===== src/rtl/cordic_coef_gen_if.sv =====
// ----------------------------------------------------------------------------
// cordic_coef_gen_if
// Handshake/bus bundle between the configuration loader (master) and the
// CORDIC coefficient generator (slave).
//   i_start  loader -> gen  start request
//   i_mode   loader -> gen  0 = circular, 1 = hyperbolic
//   i_seed   loader -> gen  first coefficient
//   i_ready  sink   -> gen  downstream accepts current coefficient
//   o_data   gen    -> sink coefficient
//   o_index  gen    -> sink iteration index of o_data
//   o_valid  gen    -> sink o_data/o_index valid
//   o_last   gen    -> sink final coefficient of the run
//   o_busy   gen    -> loader run in progress
//   o_done   gen    -> loader one-cycle completion pulse
// ----------------------------------------------------------------------------
interface cordic_coef_gen_if #(
    parameter int DATA_WIDTH = 18
);
    logic                  i_start;
    logic                  i_mode;
    logic [DATA_WIDTH-1:0] i_seed;
    logic                  i_ready;
    logic [DATA_WIDTH-1:0] o_data;
    logic [5:0]            o_index;
    logic                  o_valid;
    logic                  o_last;
    logic                  o_busy;
    logic                  o_done;

    modport master (
        output i_start, i_mode, i_seed, i_ready,
        input  o_data, o_index, o_valid, o_last, o_busy, o_done
    );

    modport slave (
        input  i_start, i_mode, i_seed, i_ready,
        output o_data, o_index, o_valid, o_last, o_busy, o_done
    );
endinterface


===== src/rtl/cordic_coef_gen.sv =====
// ----------------------------------------------------------------------------
// cordic_coef_gen
// Streams N_PE CORDIC angle coefficients (atan(2^-i) circular, atanh(2^-i)
// hyperbolic with repeats at i=4 and i=13), one per valid/ready transfer.
// Entry 0 is the latched seed; later entries use x -/+ t with t ~= c/3
// (truncated Taylor term) up to TAYLOR_LAST, then the small-angle 2^-i.
//
// Ports:
//   i_clk   clock
//   i_rstn  synchronous active-low reset
//   bus     cordic_coef_gen_if.slave (start/mode/seed/ready in,
//           data/index/valid/last/busy/done out)
//
// Build option: define CORDIC_COEF_ROUND_EN to round-half-up each t-term
// instead of truncating.
// ----------------------------------------------------------------------------
module cordic_coef_gen #(
    parameter int N_PE        = 16,
    parameter int DATA_WIDTH  = 18,
    parameter int FRAC_BITS   = 12,
    parameter int TAYLOR_LAST = 5
) (
    input  logic                  i_clk,
    input  logic                  i_rstn,
    cordic_coef_gen_if.slave      bus
);

    typedef enum logic [1:0] {IDLE, EMIT, DONE} state_t;

    localparam logic [DATA_WIDTH-1:0] UNIT     = {{(DATA_WIDTH-1){1'b0}}, 1'b1};
    localparam logic [DATA_WIDTH-1:0] ONE      = UNIT << FRAC_BITS;
    localparam logic [5:0]            LAST_CNT = 6'(N_PE - 1);
    localparam logic [5:0]            TL       = 6'(TAYLOR_LAST);

    // Coefficient for iteration index i (entries after the seed).
    // Shifts beyond the width naturally yield 0, so no wrap guard is needed.
    function automatic logic [DATA_WIDTH-1:0] coef_f(input logic [5:0] i,
                                                     input logic       hyp);
        logic [DATA_WIDTH-1:0] x, c, t;
        logic [7:0]            sh3;
        x   = ONE >> i;
        sh3 = 8'(i) * 8'd3;
        c   = ONE >> sh3;
`ifdef CORDIC_COEF_ROUND_EN
        t = ((c + (UNIT << 1)) >> 2) + ((c + (UNIT << 3)) >> 4)
          + ((c + (UNIT << 5)) >> 6) + ((c + (UNIT << 7)) >> 8);
`else
        t = (c >> 2) + (c >> 4) + (c >> 6) + (c >> 8);
`endif
        if (i > TL)
            return x;
        else if (hyp)
            return x + t;
        else
            return x - t;
    endfunction

    state_t                state_q;
    logic                  mode_q;
    logic                  rep_q;      // current index already emitted once (hyperbolic repeat)
    logic [5:0]            cnt_q;      // position of the presented entry within the run
    logic [DATA_WIDTH-1:0] o_data_q;
    logic [5:0]            o_index_q;
    logic                  o_valid_q;
    logic                  o_last_q;
    logic                  o_busy_q;
    logic                  o_done_q;

    logic [5:0]            idx_d;
    logic                  rep_d;
    logic [5:0]            cnt_d;
    logic [DATA_WIDTH-1:0] coef_d;

    // Next index: hyperbolic mode revisits 4 and 13 once before moving on.
    always_comb begin
        idx_d = o_index_q + 6'd1;
        rep_d = 1'b0;
        if (mode_q && !rep_q && (o_index_q == 6'd4 || o_index_q == 6'd13)) begin
            idx_d = o_index_q;
            rep_d = 1'b1;
        end
        cnt_d  = cnt_q + 6'd1;
        coef_d = coef_f(idx_d, mode_q);
    end

    always_ff @(posedge i_clk) begin
        if (!i_rstn) begin
            state_q   <= IDLE;
            mode_q    <= 1'b0;
            rep_q     <= 1'b0;
            cnt_q     <= '0;
            o_data_q  <= '0;
            o_index_q <= '0;
            o_valid_q <= 1'b0;
            o_last_q  <= 1'b0;
            o_busy_q  <= 1'b0;
            o_done_q  <= 1'b0;
        end else begin
            case (state_q)
                IDLE: begin
                    o_done_q <= 1'b0;
                    if (bus.i_start) begin
                        mode_q    <= bus.i_mode;
                        rep_q     <= 1'b0;
                        cnt_q     <= '0;
                        o_data_q  <= bus.i_seed;
                        o_index_q <= bus.i_mode ? 6'd1 : 6'd0;
                        o_valid_q <= 1'b1;
                        o_last_q  <= 1'b0;
                        o_busy_q  <= 1'b1;
                        state_q   <= EMIT;
                    end
                end
                EMIT: begin
                    if (o_valid_q && bus.i_ready) begin
                        if (o_last_q) begin
                            o_valid_q <= 1'b0;
                            o_last_q  <= 1'b0;
                            o_busy_q  <= 1'b0;
                            o_done_q  <= 1'b1;
                            state_q   <= DONE;
                        end else begin
                            o_index_q <= idx_d;
                            rep_q     <= rep_d;
                            o_data_q  <= coef_d;
                            cnt_q     <= cnt_d;
                            o_last_q  <= (cnt_d == LAST_CNT);
                        end
                    end
                end
                DONE: begin
                    o_done_q <= 1'b0;
                    state_q  <= IDLE;
                end
                default: state_q <= IDLE;
            endcase
        end
    end

    assign bus.o_data  = o_data_q;
    assign bus.o_index = o_index_q;
    assign bus.o_valid = o_valid_q;
    assign bus.o_last  = o_last_q;
    assign bus.o_busy  = o_busy_q;
    assign bus.o_done  = o_done_q;

endmodule


===== src/flat_wrapper.sv =====
// flat-port wrapper written by rule: the top's interface ports become plain ports
module cordic_coef_gen_flat 
#(
    parameter int N_PE        = 16,
    parameter int DATA_WIDTH  = 18,
    parameter int FRAC_BITS   = 12,
    parameter int TAYLOR_LAST = 5
)
  (i_clk, i_rstn, bus_i_start, bus_i_mode, bus_i_seed, bus_i_ready, bus_o_data, bus_o_index, bus_o_valid, bus_o_last, bus_o_busy, bus_o_done);
  cordic_coef_gen_if #(.DATA_WIDTH(DATA_WIDTH)) bus_i ();
  input  logic i_clk;
  input  logic i_rstn;
  input wire logic [$bits(bus_i.i_start)-1:0] bus_i_start;
  input wire logic [$bits(bus_i.i_mode)-1:0] bus_i_mode;
  input wire logic [$bits(bus_i.i_seed)-1:0] bus_i_seed;
  input wire logic [$bits(bus_i.i_ready)-1:0] bus_i_ready;
  output wire logic [$bits(bus_i.o_data)-1:0] bus_o_data;
  output wire logic [$bits(bus_i.o_index)-1:0] bus_o_index;
  output wire logic [$bits(bus_i.o_valid)-1:0] bus_o_valid;
  output wire logic [$bits(bus_i.o_last)-1:0] bus_o_last;
  output wire logic [$bits(bus_i.o_busy)-1:0] bus_o_busy;
  output wire logic [$bits(bus_i.o_done)-1:0] bus_o_done;
  assign bus_i.i_start = bus_i_start;
  assign bus_i.i_mode = bus_i_mode;
  assign bus_i.i_seed = bus_i_seed;
  assign bus_i.i_ready = bus_i_ready;
  assign bus_o_data = bus_i.o_data;
  assign bus_o_index = bus_i.o_index;
  assign bus_o_valid = bus_i.o_valid;
  assign bus_o_last = bus_i.o_last;
  assign bus_o_busy = bus_i.o_busy;
  assign bus_o_done = bus_i.o_done;
  cordic_coef_gen #(.N_PE(N_PE), .DATA_WIDTH(DATA_WIDTH), .FRAC_BITS(FRAC_BITS), .TAYLOR_LAST(TAYLOR_LAST)) u_core (.i_clk(i_clk), .i_rstn(i_rstn), .bus(bus_i));
endmodule

===== config.mk =====
export PLATFORM = sky130hd
export DESIGN_NAME = cordic_coef_gen_flat
export DESIGN_NICKNAME = d
export VERILOG_FILES = /design/src/rtl/cordic_coef_gen_if.sv /design/src/rtl/cordic_coef_gen.sv /design/src/flat_wrapper.sv
export SDC_FILE = /design/constraint.sdc
export NUM_CORES = 1
export LEC_CHECK = 0
export ABC_CLOCK_PERIOD_IN_PS = 11600
export BUFFER_PORTS_ARGS = -buffer_cell sky130_fd_sc_hd__clkbuf_2
export CAP_MARGIN = 30
export CELL_PAD_IN_SITES_DETAIL_PLACEMENT = 0
export CELL_PAD_IN_SITES_GLOBAL_PLACEMENT = 1
export CORE_AREA = 2 2 102 104
export CTS_CLUSTER_DIAMETER = 40
export CTS_CLUSTER_SIZE = 24
export DETAILED_ROUTE_END_ITERATION = 16
export DIE_AREA = 0 0 104 106
export GPL_TIMING_DRIVEN = 0
export HOLD_SLACK_MARGIN = 0.12
export PLACE_DENSITY_LB_ADDON = 0.08
export SLEW_MARGIN = 30
export SYNTH_ARGS = -nofsm -noshare
export SYNTH_HDL_FRONTEND = slang
export SYNTH_SLANG_ARGS = --single-unit

===== constraint.sdc =====
create_clock -name i_clk -period 11.6 [get_ports i_clk]
set_input_delay 3.48 -clock i_clk [delete_from_list [all_inputs] [get_ports i_clk]]
set_output_delay 3.48 -clock i_clk [all_outputs]
set_load 0.05 [all_outputs]

==> results.sh, run 1 <==
export IMPL_outcome="completed"
export IMPL_drt_iter0_drc=196
export IMPL_core_area_um2=10000
export IMPL_fill_cells=1037
export IMPL_synth_area_um2=4233
export IMPL_worst_path_max_fanout=10
export IMPL_drtAntennaViolNets=0
export IMPL_cts_tree="built"
export IMPL_tightest_slew_ns=0.8163
export IMPL_start_util_pct=42.33
export IMPL_rr_worst_depth=40
export IMPL_critical_path_depth=40
export IMPL_clk_pin_slew_ns=0.08
export IMPL_arrival_ns=9.69
export IMPL_crit_buf_inv=4
export IMPL_syn_inst=565
export IMPL_hold_path_depth=1
export IMPL_placed_cell_area_um2=4653
export IMPL_slew_headroom_pct=45.45
export IMPL_holdBufCountCts=0
export IMPL_io_buffers=50
export IMPL_antennaDiodeCount=0
export IMPL_grt_max_degree=14
export IMPL_clk_path_buf_depth=2
export IMPL_synth_top_area_share_pct=17.50
export IMPL_synth_area_leaders="dfxtp_1, ha_1, a21oi_1, nor2_1, xnor2_1"
export IMPL_rsz0062_at_grt="no"
export IMPL_antenna_found_initial=0
export IMPL_synth_seq_cells=37
export IMPL_async_reset_ff_share_pct=0
export IMPL_crit_top_cell="ha_1"
export IMPL_cts_made_buffers=5
export IMPL_cp_end_kind="flip-flop"
export IMPL_nets=693
export IMPL_drt_pass1_iterations=5
export IMPL_dp_cells=751
export IMPL_finalSetupTns_ns=0
export IMPL_overflow=0
export IMPL_min_period_ns=9.455
export IMPL_maxSlewViolCount=0
export IMPL_drv_cap=0
export IMPL_route_vias_total=4203
export IMPL_layout_common_cells="nor2_1, a21oi_1, clkbuf_2"
export IMPL_regArea_um2=740.7
export IMPL_dieHeight_um=106
export IMPL_fin_crit_sh_pct=81.51
export IMPL_multi_input_area_um2=3253
export IMPL_synthFlopType="dfxtp_1"
export IMPL_yosysUniqueCellTypes=68
export IMPL_finClkSkew_ns=0.008393
export IMPL_die_area_um2=11020
export IMPL_io_pins=51
export IMPL_stdcell_count=759
export IMPL_drive_gt1_share_pct=14.61
export IMPL_critPathTopFamily="adder cells"
export IMPL_critical_path_class="reg -> reg"
export IMPL_r2r_setup_slack_ns=2.15
export IMPL_avgSynthCellArea_um2=7.492
export IMPL_cp_required_ns=11.84
export IMPL_slowest_stage="xnor2_1"
export IMPL_setup_ws_ns=2.145
export IMPL_max_freq_ghz=0.1058
export IMPL_die_w_um=104
export IMPL_cts_root_buffer_cell="clkbuf_8"
export IMPL_drc_errors=0
export IMPL_grt_pass1_vias=4089
export IMPL_hold_class="reg -> reg"
export IMPL_hold_viol_final=0
export IMPL_powerDensity_nw_per_um2=128.5
export IMPL_synthToLayoutAreaGrowth_pct=13.21
export IMPL_fin_util_pct=47.92
export IMPL_yosys_area_top_type="dfxtp_1"
export IMPL_h_tree_depth=2
export IMPL_hold_slack_ns=0.4707
export IMPL_via_per_inst=5.538
export IMPL_yosys_warnings=0
export IMPL_dp_slack_ns=2.142
export IMPL_track_usage_pct=22.34
export IMPL_postCtsSetupRepairBufs=0
export IMPL_gp_congestion=0.8924
export IMPL_insertion_delay_ns=0.30
export IMPL_cts_resized=0
export IMPL_rows=37
export IMPL_slowest_delay_ns=0.61
export IMPL_post_drt_wl_per_cell_um=15.92
export IMPL_detail_route_wirelength_mm=12.09
export IMPL_hpwlAfterDp_mm=9.792
export IMPL_crit_path_start_kind="flip-flop"
export IMPL_syn_num_nets=636
export IMPL_p_total_mw=0.6159
export IMPL_leakagePower_nw=2.118
export IMPL_synth_edf_count=0
export IMPL_design_area_um2=4792
export IMPL_peakVddDrop_uv=103.9
export IMPL_layout_commonest_cell="nor2_1"
export IMPL_grt_pass1_wl_mm=20.24
export IMPL_clock_sinks=37
export IMPL_setup_viol=0
export IMPL_ys_seq_area_share_pct=17.50
## registers in the layout (all words and copies together), names as in the netlist
register	cells
u_core.bus.o_data	18
u_core.bus.o_done	1
u_core.bus.o_index	6
u_core.bus.o_last	1
u_core.bus.o_valid	1
u_core.cnt_q	6
u_core.mode_q	1
u_core.rep_q	1
u_core.state_q	2
## cells in the mapped netlist, types with 5 or more instances
cell,n
a211o_1,5
a211oi_1,13
a21o_1,9
a21oi_1,57
a31oi_1,9
and2_1,10
and3_1,6
clkbuf_1,23
dfxtp_1,37
fa_1,5
ha_1,43
inv_1,24
mux2_2,5
mux2i_1,5
nand2_1,36
nand2b_1,7
nand3_1,23
nand4_1,5
nor2_1,62
nor2b_1,10
nor3_1,22
o21ai_0,23
or2_2,7
or3_1,5
xnor2_1,22
xor2_1,16
## path summary, 6_finish.rpt
check,start,endpoint
worst max register to register,u_core.bus.o_index[0],u_core.bus.o_data[16]
worst max-delay path,u_core.bus.o_index[0],u_core.bus.o_data[16]
worst min-delay path,u_core.cnt_q[5],u_core.cnt_q[5]
worst min register to register,u_core.cnt_q[5],u_core.cnt_q[5]
## where the power goes
part	internal (mW)	switching (mW)	leakage, nW	total (mW)
logic	0.133	0.205	1.75	0.338
clock network	0.0866	0.0509	0.0687	0.137
registers	0.135	0.00542	0.303	0.141
total	0.355	0.261	2.12	0.616
## kinds of logic (layout without fill, tap and decap cells)
logic type                 count (synthesis)  after routing  synth area share, %
and+or+nand+nor                          212            212                25.01
AOI/OAI and AO/OA                        165            165                26.37
buffers and inverters                     55            113                5.675
adders and majority gates                 48             48                15.08
xor gates and xnor gates                  38             38                7.863
DFF                                       37             37                17.50
muxes                                     10             10                2.513
## layer usage
metal  vias up  track usage, %  part of all wire [%]
met3         4           2.514                   3.0
met1      1966           30.23                    50
met5         -               0                     0
met2        62           38.63                    46
met4         0           4.344                  0.51
li1       2171               -                     -
## area by class of cell
class,count,area share [%]
timing repair buffer,50,5.222
clock buffer,5,1.436
inverter,24,1.880
clock inverter,3,1.436
sequential,37,15.46
tap,136,3.551
multi-input combinational,473,67.89
buffer,31,3.133
## worst reg2reg max path, delay by kind of cell (launching register included)
| kind | cells | cell delay [ns] |
|---|---|---|
| adders and majority gates | 9 | 2.45 |
| AOI/OAI and AO/OA | 12 | 2.45 |
| and+or+nand+nor | 10 | 1.92 |
| xor gates and xnor gates | 4 | 1.20 |
| buffers and inverters | 4 | 0.73 |
| DFF | 1 | 0.41 |
| muxes | 1 | 0.24 |
Power figures use the tool's default switching activity.
==> run 2, diff against run 1 <==
Settings changed: ABC_CLOCK_PERIOD_IN_PS 11600 to 9300.
Clock period 11.6 ns to 9.3 ns, I/O delays scaled along.
==> results.sh, run 2 (synthesis gave the netlist of run 1 again) <==
export IMPL_outcome="completed"
export IMPL_cp_required_ns=9.53
export IMPL_placed_cell_area_um2=4653
export IMPL_track_usage_pct=22.36
export IMPL_grt_pass1_vias=4089
export IMPL_clk_pin_slew_ns=0.08
export IMPL_arrival_ns=8.91
export IMPL_io_buffers=50
export IMPL_crit_start="u_core.bus.o_index[0]"
export IMPL_layout_commonest_cell="nor2_1"
export IMPL_drt_pass1_iterations=5
export IMPL_hold_path_startpoint="u_core.cnt_q[5]"
export IMPL_antennaDiodeCount=0
export IMPL_grt_pass1_wl_mm=20.24
export IMPL_tightest_slew_ns=0.8581
export IMPL_h_tree_depth=2
export IMPL_fin_util_pct=48.70
export IMPL_hold_viol_final=0
export IMPL_design_area_um2=4870
export IMPL_timing_rr_start="u_core.bus.o_index[0]"
export IMPL_clock_sinks=37
export IMPL_grt_max_degree=14
export IMPL_drt_iter0_drc=215
export IMPL_rows=37
export IMPL_drtAntennaViolNets=0
export IMPL_largest_register_ffs=18
export IMPL_crit_top_cell="ha_1"
export IMPL_crit_path_start_kind="flip-flop"
export IMPL_nets=695
export IMPL_synthToLayoutAreaGrowth_pct=15.05
export IMPL_dp_slack_ns=-0.1577
export IMPL_setup_viol=0
export IMPL_finClkSkew_ns=0.008926
export IMPL_powerDensity_nw_per_um2=159.2
export IMPL_fin_crit_sh_pct=93.33
export IMPL_max_freq_ghz=0.1152
export IMPL_critical_path_class="reg -> reg"
export IMPL_start_util_pct=42.33
export IMPL_peakVddDrop_uv=129.6
export IMPL_clk_path_buf_depth=2
export IMPL_setup_ws_ns=0.6198
export IMPL_holdBufCountCts=0
export IMPL_overflow=0
export IMPL_maxSlewViolCount=0
export IMPL_rsz0062_at_grt="no"
export IMPL_fill_cells=1036
export IMPL_cts_root_buffer_cell="clkbuf_8"
export IMPL_cts_made_buffers=5
export IMPL_stdcell_count=761
export IMPL_drc_errors=0
export IMPL_layout_common_cells="nor2_1, a21oi_1, clkbuf_2"
export IMPL_worst_path_max_fanout=10
export IMPL_cp_end_kind="flip-flop"
export IMPL_drv_cap=0
export IMPL_leakagePower_nw=2.141
export IMPL_route_vias_total=4267
export IMPL_die_area_um2=11020
export IMPL_core_area_um2=10000
export IMPL_drive_gt1_share_pct=16.96
export IMPL_cts_tree="built"
export IMPL_via_per_inst=5.607
export IMPL_slowest_delay_ns=0.54
export IMPL_detail_route_wirelength_mm=12.26
export IMPL_die_w_um=104
export IMPL_io_pins=51
export IMPL_dieHeight_um=106
export IMPL_hpwlAfterDp_mm=9.792
export IMPL_min_period_ns=8.680
export IMPL_slowest_stage="fa_1"
export IMPL_post_drt_wl_per_cell_um=16.11
export IMPL_insertion_delay_ns=0.29
export IMPL_dp_cells=751
export IMPL_hold_class="reg -> reg"
export IMPL_gp_congestion=0.8924
export IMPL_slew_headroom_pct=42.65
export IMPL_antenna_found_initial=0
[run 2: path summary, 6_finish.rpt]
path | end | slack [ns] | cells after the start
max | u_core.bus.o_data[16] | 0.62 | 38
min | u_core.cnt_q[5] | 0.48 | 1
max reg2reg | u_core.bus.o_data[16] | 0.62 | 38
min reg2reg | u_core.cnt_q[5] | 0.48 | 1
[run 2: power breakdown]
part	internal [mW]	leakage, nW	total [mW]	switching [mW]
Clock	0.108	0.0687	0.171	0.0634
Sequential	0.169	0.304	0.176	0.00677
Combinational	0.168	1.77	0.428	0.260
[run 2: what timing repair did]
| item | CTS | global route |
|---|---|---|
| buffers inserted | 0 | 3 |
| endpoints found under the hold margin | 0 | 0 |
| endpoints found under the setup margin | 3 | 7 |
| pin swaps | 0 | 3 |
| resized for setup | 2 | 16 |
[run 2: area by class of cell]
cell class | instances | area [um2] | share of cell area (%)
multi-input combinational | 473 | 3306 | 67.88
sequential | 37 | 743.2 | 15.26
timing repair buffer | 53 | 272.8 | 5.601
tap | 136 | 170.2 | 3.494
buffer | 30 | 150.1 | 3.083
inverter | 24 | 90.09 | 1.850
clock buffer | 5 | 68.82 | 1.413
clock inverter | 3 | 68.82 | 1.413
[run 2: critical path, delay by kind of cell (launching register included)]
family | cells | cell delay [ns]
buffers and inverters | 4 | 0.53
DFF | 1 | 0.38
and+or+nand+nor | 11 | 2.64
xor gates and xnor gates | 2 | 0.25
adders and majority gates | 7 | 1.98
AOI/OAI and AO/OA | 13 | 2.55
muxes | 1 | 0.32
[run 2: stage by stage]
step / setup TNS, ns / total power [mW] / hold slack (ns)
3_5_place_dp: -0.1849 / 0.5988 / 0.4582
5_1_grt: 0 / 0.8409 / 0.5022
6_report: 0 / 0.7754 / 0.4758
4_1_cts: 0 / 0.7720 / 0.4710
2_1_floorplan: 0 / 0.5106 / 0.4235
3_3_place_gp: 0 / 0.5925 / 0.4512
[run 2: layer usage]
layer  share of wire, %  track usage (%)  vias up
met5                  0                0        -
met4               0.74            4.344        0
met3                3.1            2.514        6
met2                 46            38.63       82
met1                 50            30.27     2001
li1                   -                -     2178
